`src/rtl/delay_timer_arbiter.sv`:
```
// delay_timer_arbiter
//   Four requesters share one prescaled delay timer. A round-robin arbiter
//   picks one pending requester, latches its delay (in ticks of PRESCALE
//   clk_in cycles), runs the countdown and pulses done for that requester.
//
// Parameters
//   PRESCALE  clk_in cycles per tick (2 .. 2^20)
//   CW        width of each requester's delay field
// Ports
//   clk_in    system clock, rising edge
//   nReset    synchronous active-low reset
//   req[3:0]  per-requester delay request
//   dly_in    packed delays, requester i at [i*CW +: CW]
//   gnt[3:0]  one-hot grant while a requester owns the timer
//   done[3:0] one-cycle expiry pulse for the owning requester
//   busy      high whenever the block is not idle
//   tick      one-cycle prescaler strobe while running
// Configuration
//   TIMER_ARB_ABORT_EN  when defined, dropping req of the owner during the
//                       countdown aborts it (no done pulse).
module delay_timer_arbiter #(
  parameter int unsigned PRESCALE = 50_000,
  parameter int unsigned CW       = 16
) (
  input  logic            clk_in,
  input  logic            nReset,
  input  logic [3:0]      req,
  input  logic [4*CW-1:0] dly_in,
  output logic [3:0]      gnt,
  output logic [3:0]      done,
  output logic            busy,
  output logic            tick
);

  localparam int unsigned PW = (PRESCALE > 1) ? $clog2(PRESCALE) : 1;
  localparam logic [PW-1:0] PRESC_MAX = PW'(PRESCALE - 1);

`ifdef TIMER_ARB_ABORT_EN
  typedef enum logic [1:0] {S_IDLE, S_RUN, S_DONE, S_ABORT} state_t;
`else
  typedef enum logic [1:0] {S_IDLE, S_RUN, S_DONE} state_t;
`endif

  state_t          state_q, state_d;
  logic [1:0]      winner_q, winner_d;
  logic [1:0]      last_q, last_d;
  logic [CW-1:0]   cnt_q, cnt_d;
  logic [PW-1:0]   presc_q, presc_d;
  logic [3:0]      gnt_q, gnt_d;
  logic [3:0]      done_q, done_d;
  logic            busy_q, busy_d;
  logic            tick_q, tick_d;

  logic            rr_found;
  logic [1:0]      rr_idx;
  logic [1:0]      rr_cand;
  logic            tick_fire;

  // Round-robin search: offsets 1..4 from the last winner; offset 4 wraps
  // back onto the last winner itself, so it is considered last.
  always_comb begin
    rr_found = 1'b0;
    rr_idx   = last_q;
    rr_cand  = last_q;
    for (int unsigned off = 1; off <= 4; off++) begin
      rr_cand = last_q + 2'(off);
      if (!rr_found && req[rr_cand]) begin
        rr_found = 1'b1;
        rr_idx   = rr_cand;
      end
    end
  end

  assign tick_fire = (state_q == S_RUN) && (presc_q == PRESC_MAX);

  always_comb begin
    state_d  = state_q;
    winner_d = winner_q;
    last_d   = last_q;
    cnt_d    = cnt_q;
    presc_d  = '0;

    case (state_q)
      S_IDLE: begin
        if (rr_found) begin
          winner_d = rr_idx;
          cnt_d    = dly_in[rr_idx*CW +: CW];
          state_d  = S_RUN;
        end
      end
      S_RUN: begin
        presc_d = tick_fire ? '0 : presc_q + 1'b1;
        if (tick_fire) begin
          cnt_d = cnt_q - 1'b1;
        end
        // A zero delay expires on the first RUN cycle; otherwise expiry is
        // the tick that takes the count from 1 to 0.
        if ((cnt_q == '0) || (tick_fire && (cnt_q == CW'(1)))) begin
          state_d = S_DONE;
          presc_d = '0;
        end
`ifdef TIMER_ARB_ABORT_EN
        // Abort wins over a simultaneous expiry.
        if (!req[winner_q]) begin
          state_d = S_ABORT;
          presc_d = '0;
        end
`endif
      end
      S_DONE: begin
        last_d  = winner_q;
        cnt_d   = '0;
        state_d = S_IDLE;
      end
`ifdef TIMER_ARB_ABORT_EN
      S_ABORT: begin
        last_d  = winner_q;
        cnt_d   = '0;
        state_d = S_IDLE;
      end
`endif
      default: state_d = S_IDLE;
    endcase
  end

  // Outputs are decoded from the next state so they come straight off flops.
  always_comb begin
    gnt_d  = (state_d == S_RUN)  ? (4'b0001 << winner_d) : '0;
    done_d = (state_d == S_DONE) ? (4'b0001 << winner_d) : '0;
    busy_d = (state_d != S_IDLE);
    tick_d = (state_d == S_RUN) && (presc_d == PRESC_MAX);
  end

  always_ff @(posedge clk_in) begin
    if (!nReset) begin
      state_q  <= S_IDLE;
      winner_q <= '0;
      last_q   <= 2'd3;
      cnt_q    <= '0;
      presc_q  <= '0;
      gnt_q    <= '0;
      done_q   <= '0;
      busy_q   <= 1'b0;
      tick_q   <= 1'b0;
    end else begin
      state_q  <= state_d;
      winner_q <= winner_d;
      last_q   <= last_d;
      cnt_q    <= cnt_d;
      presc_q  <= presc_d;
      gnt_q    <= gnt_d;
      done_q   <= done_d;
      busy_q   <= busy_d;
      tick_q   <= tick_d;
    end
  end

  assign gnt  = gnt_q;
  assign done = done_q;
  assign busy = busy_q;
  assign tick = tick_q;

endmodule

```
`config.mk`:
```
export PLATFORM = sky130hd
export DESIGN_NAME = delay_timer_arbiter
export DESIGN_NICKNAME = d
export VERILOG_FILES = /design/src/rtl/delay_timer_arbiter.sv
export SDC_FILE = /design/constraint.sdc
export NUM_CORES = 1
export LEC_CHECK = 0
export CAP_MARGIN = 20
export CORE_MARGIN = 2
export CORE_UTILIZATION = 40
export CTS_CLUSTER_DIAMETER = 120
export DETAILED_ROUTE_END_ITERATION = 12
export PLACE_DENSITY_LB_ADDON = 0.3
export SETUP_SLACK_MARGIN = 0.4
export SLEW_MARGIN = 0
export SYNTH_ARGS = -nofsm -noshare
export SYNTH_HDL_FRONTEND = slang
export SYNTH_SLANG_ARGS = --single-unit
```
`constraint.sdc`:
```
create_clock -name clk_in -period 4 [get_ports clk_in]
set_clock_uncertainty 0.1 [all_clocks]
set_input_delay 0.6 -clock clk_in [delete_from_list [all_inputs] [get_ports clk_in]]
set_output_delay 0.6 -clock clk_in [all_outputs]
set_load 0.02 [all_outputs]
```
# After elaboration in Yosys (flattened, before gate mapping)
# Cells that the tools add are included.
[word_totals]
regBits = 48
out_inout_bits = 10
elab_cells = 73
[op_classes]
add_sub_neg = 5
magnitude_cmp = 4
n_eq_ne = 9
shift = 2
muxes = 27
reduce_logical = 17
[op_table]
columns = ["op", "count"]
rows = [
  ["$mux 16", 5],
  ["$shiftx 64x7->16", 1],
  ["$pmux 16 s3", 1],
  ["$eq 16x16->1 const B", 2],
  ["$add 16x1->16 const B", 1],
  ["$eq 16x1->1 const B", 1],
  ["$logic_not 16->1", 1],
  ["$mux 2", 8],
  ["$sub 16x1->16 const B", 1],
  ["$lt 2x3->1 const B", 4],
  ["$bmux 1 s2", 4],
  ["$mux 1", 8],
  ["$logic_and 1x1->1", 6],
  ["$add 2x2->2 const B", 2],
  ["$eq 2x1->1 const B", 2],
  ["$eq 2x2->1 const B", 2],
  ["$ne 2x2->1 const B", 2],
  ["$pmux 2 s2", 1],
  ["$reduce_and 2->1", 2],
  ["$shl 1x2->4 const A", 1],
  ["$logic_not 1->1", 3],
  ["$reduce_and 3->1", 1],
  ["$reduce_bool 3->1", 1],
  ["$add 2x1->2 const B", 1],
  ["other kinds (3)", 3],
]

# Longest topological paths before layout
[depth]
word_depth = 17
depth_mapped = 9
depth_no_buf = 8

# Worst setup path before layout
# No wires, ideal clock.
[synth_timing]
path_kind = "reg2reg"
from = "register presc_q[0]"
to = "register cnt_q[9]"
setup_ps = 117
arrival_ps = 1960
required_ps = 3783
setup_slack_ps = 1823
stages_incl_launch_ff = 10
path_buffers = 2
cell_sequence = "dfxtp_1 -> ha_1 -> and3_1 -> buf_2 -> nand4_2 -> a221oi_2 -> buf_4 -> o21ai_1 -> a22o_1 -> a32o_1"
[synth_via]
elab_chain_len = 4
[synth_rtl]
columns = ["item", "line", "rtl"]
rows = [
  ["start: declaration", "48", "logic [PW-1:0] presc_q, presc_d;"],
  ["start signal: assignment", "150", "presc_q <= presc_d;"],
  ["$eq 16x16->1", "74", "assign tick_fire = (state_q == S_RUN) && (presc_q == PRESC_MAX);"],
  ["$logic_and 1x1->1", "74", ""],
  ["$ne 2x2->1 (no line)", "--", ""],
  ["$reduce_and 3->1 (no line)", "--", ""],
  ["end signal: assignment", "149", "cnt_q <= cnt_d;"],
  ["end: declaration", "47", "logic [CW-1:0] cnt_q, cnt_d;"],
]
# Every way passes these cells.
# A chain may end at the register's enable or synchronous reset.

# Worst setup path in the final report
# Ends and elaborated chain as after synthesis.

==> flow_metrics.env <==
export IMPL_relSlewSlack=0.5018
export IMPL_synth_area_per_cell_um2=8.477
export IMPL_final_common_cell="clkdlybuf4s50_1"
export IMPL_tightest_slew_ns=0.7405
export IMPL_die_y_um=92.43
export IMPL_maxSlewViolCount=0
export IMPL_layout_common_cells="79 x clkdlybuf4s50_1, 48 x dfxtp_1, 45 x nor2_1"
export IMPL_antenna_found_initial=0
export IMPL_syn_area_mm2=0.003128
export IMPL_ys_ff_latch=48
export IMPL_die_w_um=92.43
export IMPL_antenna_left=0
export IMPL_p_leak_nw=1.594
export IMPL_synthesis_nets=447
export IMPL_routedWlPerCell_um=14.08
export IMPL_fin_crit_ns=2.764
export IMPL_crit_arrival_ns=2.92
export IMPL_finalCritPeriodShare=0.6911
export IMPL_final_setup_viol_count=0
export IMPL_maxCapViolCount=0
export IMPL_numClockSinks=48
export IMPL_critPathMaxFanout=23
export IMPL_root_buffer="clkbuf_8"
export IMPL_synth_compound_area_frac=0.2104
export IMPL_synth_xor_area_share=0.04480
export IMPL_io_buffers=79
export IMPL_routed_via_density=5.461
export IMPL_synth_edff_count=0
export IMPL_clk_pin_slew_ns=0.10
export IMPL_clk_latency_ns=0.30
export IMPL_finalHoldViolCount=0
export IMPL_grt_pass1_wl_um=12940
export IMPL_synthArstFlopShare=0
export IMPL_yosys_area_share_simple=0.2300
export IMPL_end_kind="register"
export IMPL_rsz0062_at_grt="false"
export IMPL_irDropWorstVdd_mv=0.1860
export IMPL_synth_flop_cell="dfxtp_1"
export IMPL_yosysSeqAreaShare=0.3072
export IMPL_grt_max_degree=26
export IMPL_yosysUniqueCellTypes=65
export IMPL_netlist_instances=369
export IMPL_grt_overflow=0
export IMPL_layout_drive_gt1_share=0.08597
export IMPL_status="finished clean"
export IMPL_post_route_util=0.5357
export IMPL_h_tree_depth=2
export IMPL_cts_tree="yes"
export IMPL_holdCritPathClass="reg -> reg"
export IMPL_ios=80
export IMPL_core_mm2=0.007647
export IMPL_grt_pass1_vias=2796
export IMPL_crit_type="reg -> reg"
export IMPL_dieArea_mm2=0.008543
export IMPL_power_density_mw_per_mm2=328.3
export IMPL_post_cts_setup_buffers=0
export IMPL_drt_initial_drc_count=158
export IMPL_area_growth_pct=30.96
export IMPL_rows=32
export IMPL_cp_required_ns=4.15
export IMPL_drc=0
export IMPL_layout_nets=519
export IMPL_synth_top_family_by_area="simple AND/OR/NAND/NOR gates"
export IMPL_synth_largest_area_cell="dfxtp_1"
export IMPL_fin_setup_tns_ns=0
export IMPL_ys_top_cells_by_area="dfxtp_1 31%, mux2i_1 12%, nor2_1 5.4%"
export IMPL_start_util=0.4090
export IMPL_drt_wl_total_um=7662
export IMPL_cts_resized=0
export IMPL_dp_hpwl_um=5905
export IMPL_grt_usage=0.1820
export IMPL_diodes=0
export IMPL_num_vias=2971
export IMPL_cts_hold_buf=0
export IMPL_clockBufferDepth=2
export IMPL_synth_top_cell_area_share=0.3072
export IMPL_drt_pass1_iterations=4
export IMPL_fmax_mhz=361.8
export IMPL_synth_mux_area_frac=0.1332
export IMPL_yosysWarnings=0
export IMPL_yosys_area_share_adder=0.03200
export IMPL_critPathLaunchType="register"
export IMPL_numCtsBuffers=5
export IMPL_gp_congestion=0.8882
logic make-up after synthesis:
family | after synthesis
AOI/OAI and AO/OA | 92
xor gates and xnor gates | 16
adders and majority gates | 8
buffers and inverters | 28
DFF | 48
muxes | 41
and+or+nand+nor | 136
Yosys cell counts, drive strengths merged (5+ instances only):
library cell   n
clkbuf         6
dfxtp         48
nor2          46
mux2           5
buf           12
mux2i         36
o21ai         21
nand3          6
xnor2          9
nand2b         5
a22o           7
nor4           9
inv           10
xor2           7
nand2         33
nand4          8
a21oi         19
a31oi          5
ha             8
critical path, cell delays in order (launching register included):
cell,delay [ns]
dfxtp_1,0.40
ha_1,0.22
and3_1,0.32
nand4_2,0.20
a221oi_2,0.31
buf_4,0.29
nand2_1,0.16
nor2_1,0.48
a32o_1,0.25
routing by layer:
| layer | share of wire | wire [um] | global-route usage |
|---|---|---|---|
| met1 | 0.46 | 3556 | 0.2467 |
| met2 | 0.46 | 3545 | 0.2950 |
| met5 | 0 | 0 | 0 |
| met4 | 0.017 | 129 | 0.05224 |
| met3 | 0.056 | 431 | 0.03417 |
final timing paths:
kind | startpoint | end | slack (ns) | depth (start not counted)
setup / recovery | presc_q[0] | cnt_q[9] | 1.24 | 8
hold / removal | presc_q[0] | presc_q[0] | 0.38 | 1
setup reg to reg | presc_q[0] | cnt_q[9] | 1.24 | 8
hold reg to reg | presc_q[0] | presc_q[0] | 0.38 | 1
power by group:
group / internal (mW) / total, mW / leakage [nW] / switching, mW
combinational: 0.228 / 0.480 / 1.16 / 0.253
sequential: 0.517 / 0.558 / 0.391 / 0.0418
clock: 0.140 / 0.306 / 0.0434 / 0.166
registers in the layout, summed over array words and instances (netlist names):
register / cells
busy: 1
tick: 1
cnt_q: 16
gnt: 4
winner_q: 2
done: 4
state_q: 2
presc_q: 16
last_q: 2
area by class of cell:
class	instances	area [um2]
Inverter	10	37.54
Sequential cell	48	960.9
Timing Repair Buffer	83	833.3
Clock inverter	2	15.01
Multi-Input combinational cell	293	2039
Fill cell	721	3551
Clock buffer	6	82.58
Tap cell	102	127.6
metrics by stage:
stage / std cells / hold WS (ns) / power [mW] / setup WS, ns / instance area [um2]
after floorplan: 369 / 0.3411 / 0.8798 / 1.823 / 3128
after global placement: 536 / 0.3531 / 1.037 / 1.094 / 3999
after detailed placement: 536 / 0.3638 / 1.046 / 1.022 / 3999
after CTS: 544 / 0.3869 / 1.347 / 1.206 / 4096
after global routing: 544 / 0.4119 / 1.431 / 0.9788 / 4096
final: 544 / 0.3807 / 1.345 / 1.236 / 4096
Power figures use the tool's default switching activity.
==> RTL change, RTL diff (same settings) <==
Set the parameter `PRESCALE` to 200_000 (it was 50_000).
--- a/src/rtl/delay_timer_arbiter.sv
+++ b/src/rtl/delay_timer_arbiter.sv
@@ -21,3 +21,3 @@
 module delay_timer_arbiter #(
-  parameter int unsigned PRESCALE = 50_000,
+  parameter int unsigned PRESCALE = 200_000,
   parameter int unsigned CW       = 16
Behaviour: same outputs for any inputs over 10 cycles, from zero or initial values and one cycle with nReset low; that may be too few to reach the edited logic, so the function may still have changed.
==> RTL change against the original RTL <==
  * Global-route usage rose by 0.73 points
  * Via count rose by 6.1%
  * Routed wire length rose by 8.2%
  * Final cell count rose by 3.1%
  * Final area rose by 2.5%
  * Total power rose by 20%
  * Worst hold slack improved by 7.4 ps
  * Worst setup slack improved by 44 ps
  * Sequential cell count rose by 2
  * Synthesized area rose by 3.2%
  * Combinational power rose by 40%
  * Critical endpoint is now cnt_q[15]$_SDFFE_PN0P_
==> RTL change: results (changes against the original RTL) <==
STATUS
---------------------------------------------------------------------------------
Run status                                                           finished, final reports clean

WORST SETUP PATH
---------------------------------------------------------------------------------
Register-to-Register Path Depth                                                 7   -1
Arrival time at the worst endpoint                                        2810 ps   -110 ps
Highest fanout seen on the critical path                                       17   -26%
Worst r2r dst                                                        cnt_q[6]$_SDFFE_PN0P_
Worst R2R Setup Slack                                                     1430 ps   +190 ps

CLOCK TREE
---------------------------------------------------------------------------------
Number of buffers added by the clock tree synthesis step                        5   unchanged
CTS clock-pin slew for the worst setup and hold paths                      100 ps   about the same
Clock latency of the later-clocked register in the worst-skew pair         320 ps   +20 ps

PLACE
---------------------------------------------------------------------------------
Post-detail-place hpwl                                                    6166 um   +4.4%
Routability cong.                                                          0.8402   -5.4%
Number of buffer cells added on primary ports                                  79   unchanged

GRT
---------------------------------------------------------------------------------
Number of global-route vias before repair                                    2925   +4.6%
GR Util All Layers                                                         0.1894   +0.007330
Global-route wire length before repair                                   13580 um   +5.0%

HOLD PATH
---------------------------------------------------------------------------------
Instance count along the most critical hold path                                2   +1
Endpoint of the worst hold-timing path                               last_q[0]$_SDFFE_PN1N_
Startpoint of the lowest-slack hold path                             winner_q[0]$_SDFF_PN0_

SYNTHESIS
---------------------------------------------------------------------------------
Sequential share of the synthesized area                                   0.3100   +0.002757
Most instantiated flip-flop cell in the synthesis netlist            sky130_fd_sc_hd__dfxtp_1
Xor and xnor fraction of the mapped netlist area                          0.04882   +0.004018
Commonest cells post-synth                                           sky130_fd_sc_hd__dfxtp_1, sky130_fd_sc_hd__nor2_1, sky130_fd_sc_hd__nand2_1, sky130_fd_sc_hd__o21ai_0
Compound-Gate Fraction of Synth Area                                       0.1701   -0.04031
Main area contributors after synthesis                               sky130_fd_sc_hd__dfxtp_1, sky130_fd_sc_hd__mux2_2, sky130_fd_sc_hd__nor2_1, sky130_fd_sc_hd__mux2i_1, sky130_fd_sc_hd__nand2_1
Adder-cell area share of the yosys netlist                                0.03100   -0.001004

DRT
---------------------------------------------------------------------------------
DRC violation total after the first TritonRoute iteration                     177   +12%
WL/cell                                                                  14.78 um   +4.9%
Vias after detailed routing                                                  3152   +6.1%

PWR
---------------------------------------------------------------------------------
Max VDD drop                                                            0.1528 mV   -18%
Cell leakage power                                                       1.508 nW   -5.4%

FINISH
---------------------------------------------------------------------------------
NumNets Final                                                                 536   +3.3%
Layout cell share with drive strength beyond 1                             0.1024   +0.01642
Top flop regs                                                        presc_q x18, cnt_q x16
Fill cells                                                                    747   +3.6%

RTL change: stage by stage:
step / area, um^2 / std cells / total power [mW] / hold WS, ps / setup slack (ps)
2_1_floorplan: 3229 / 382 / 1.090 / 332.4 / 1782
6_report: 4199 / 561 / 1.609 / 388.1 / 1279
5_1_grt: 4199 / 561 / 1.721 / 421.3 / 1113
3_3_place_gp: 4104 / 553 / 1.284 / 355.0 / 1017
4_1_cts: 4199 / 561 / 1.615 / 394.0 / 1275
3_5_place_dp: 4104 / 553 / 1.295 / 367.1 / 939.8
RTL change: worst max-delay path by stage:
| stage | startpoint | endpoint | slack [ps] | depth (start not counted) |
|---|---|---|---|---|
| floorplan | req[0] | cnt_q[8]$_SDFFE_PN0P_ | 1780 | 7 |
| global placement | req[3] | cnt_q[8]$_SDFFE_PN0P_ | 1020 | 7 |
| detailed placement | req[3] | cnt_q[8]$_SDFFE_PN0P_ | 940 | 7 |
| CTS | req[3] | cnt_q[6]$_SDFFE_PN0P_ | 1270 | 7 |
| global route | req[3] | cnt_q[8]$_SDFFE_PN0P_ | 1110 | 7 |
| finish | req[0] | cnt_q[15]$_SDFFE_PN0P_ | 1280 | 8 |
RTL change: final cells by class:
class | instances | area [um^2] | share of cell area
clock buffer | 5 | 68.82 | 0.01639
clock inverter | 3 | 26.28 | 0.006257
inverter | 10 | 37.54 | 0.008939
multi-input combinational | 307 | 2110 | 0.5024
sequential | 50 | 1001 | 0.2384
tap | 102 | 127.6 | 0.03039
timing repair buffer | 84 | 828.3 | 0.1973
RTL change: where the power goes:
group / switching, mW / internal (mW) / leakage, nW
combinational: 0.378 / 0.296 / 1.05
sequential: 0.0626 / 0.555 / 0.407
clock: 0.189 / 0.129 / 0.0491
total: 0.629 / 0.980 / 1.51
RTL change: cell families after synthesis:
group | count (synthesis)
xor+xnor | 18
buf+inv | 25
mux | 36
compound gates | 82
simple gates | 163
flops | 50
fa+ha+maj | 8
RTL change: critical path, cell delays in order:
cell and delay (ps):
sky130_fd_sc_hd__clkdlybuf4s50_1 560, sky130_fd_sc_hd__nor2b_1 160, sky130_fd_sc_hd__o21ai_0 110, sky130_fd_sc_hd__nand2_2 250, sky130_fd_sc_hd__buf_4 320, sky130_fd_sc_hd__mux2_2 360
sky130_fd_sc_hd__a221oi_1 310, sky130_fd_sc_hd__o21ai_0 120
RTL change: routing by layer:
layer	routed length, um	track usage	share of wire	up-vias
li1	-	-	-	1570
met1	3744	0.2571	0.45	1465
met2	3736	0.3000	0.45	101
met3	655	0.03692	0.079	16
met4	155	0.06522	0.019	0
met5	0	0	0	-
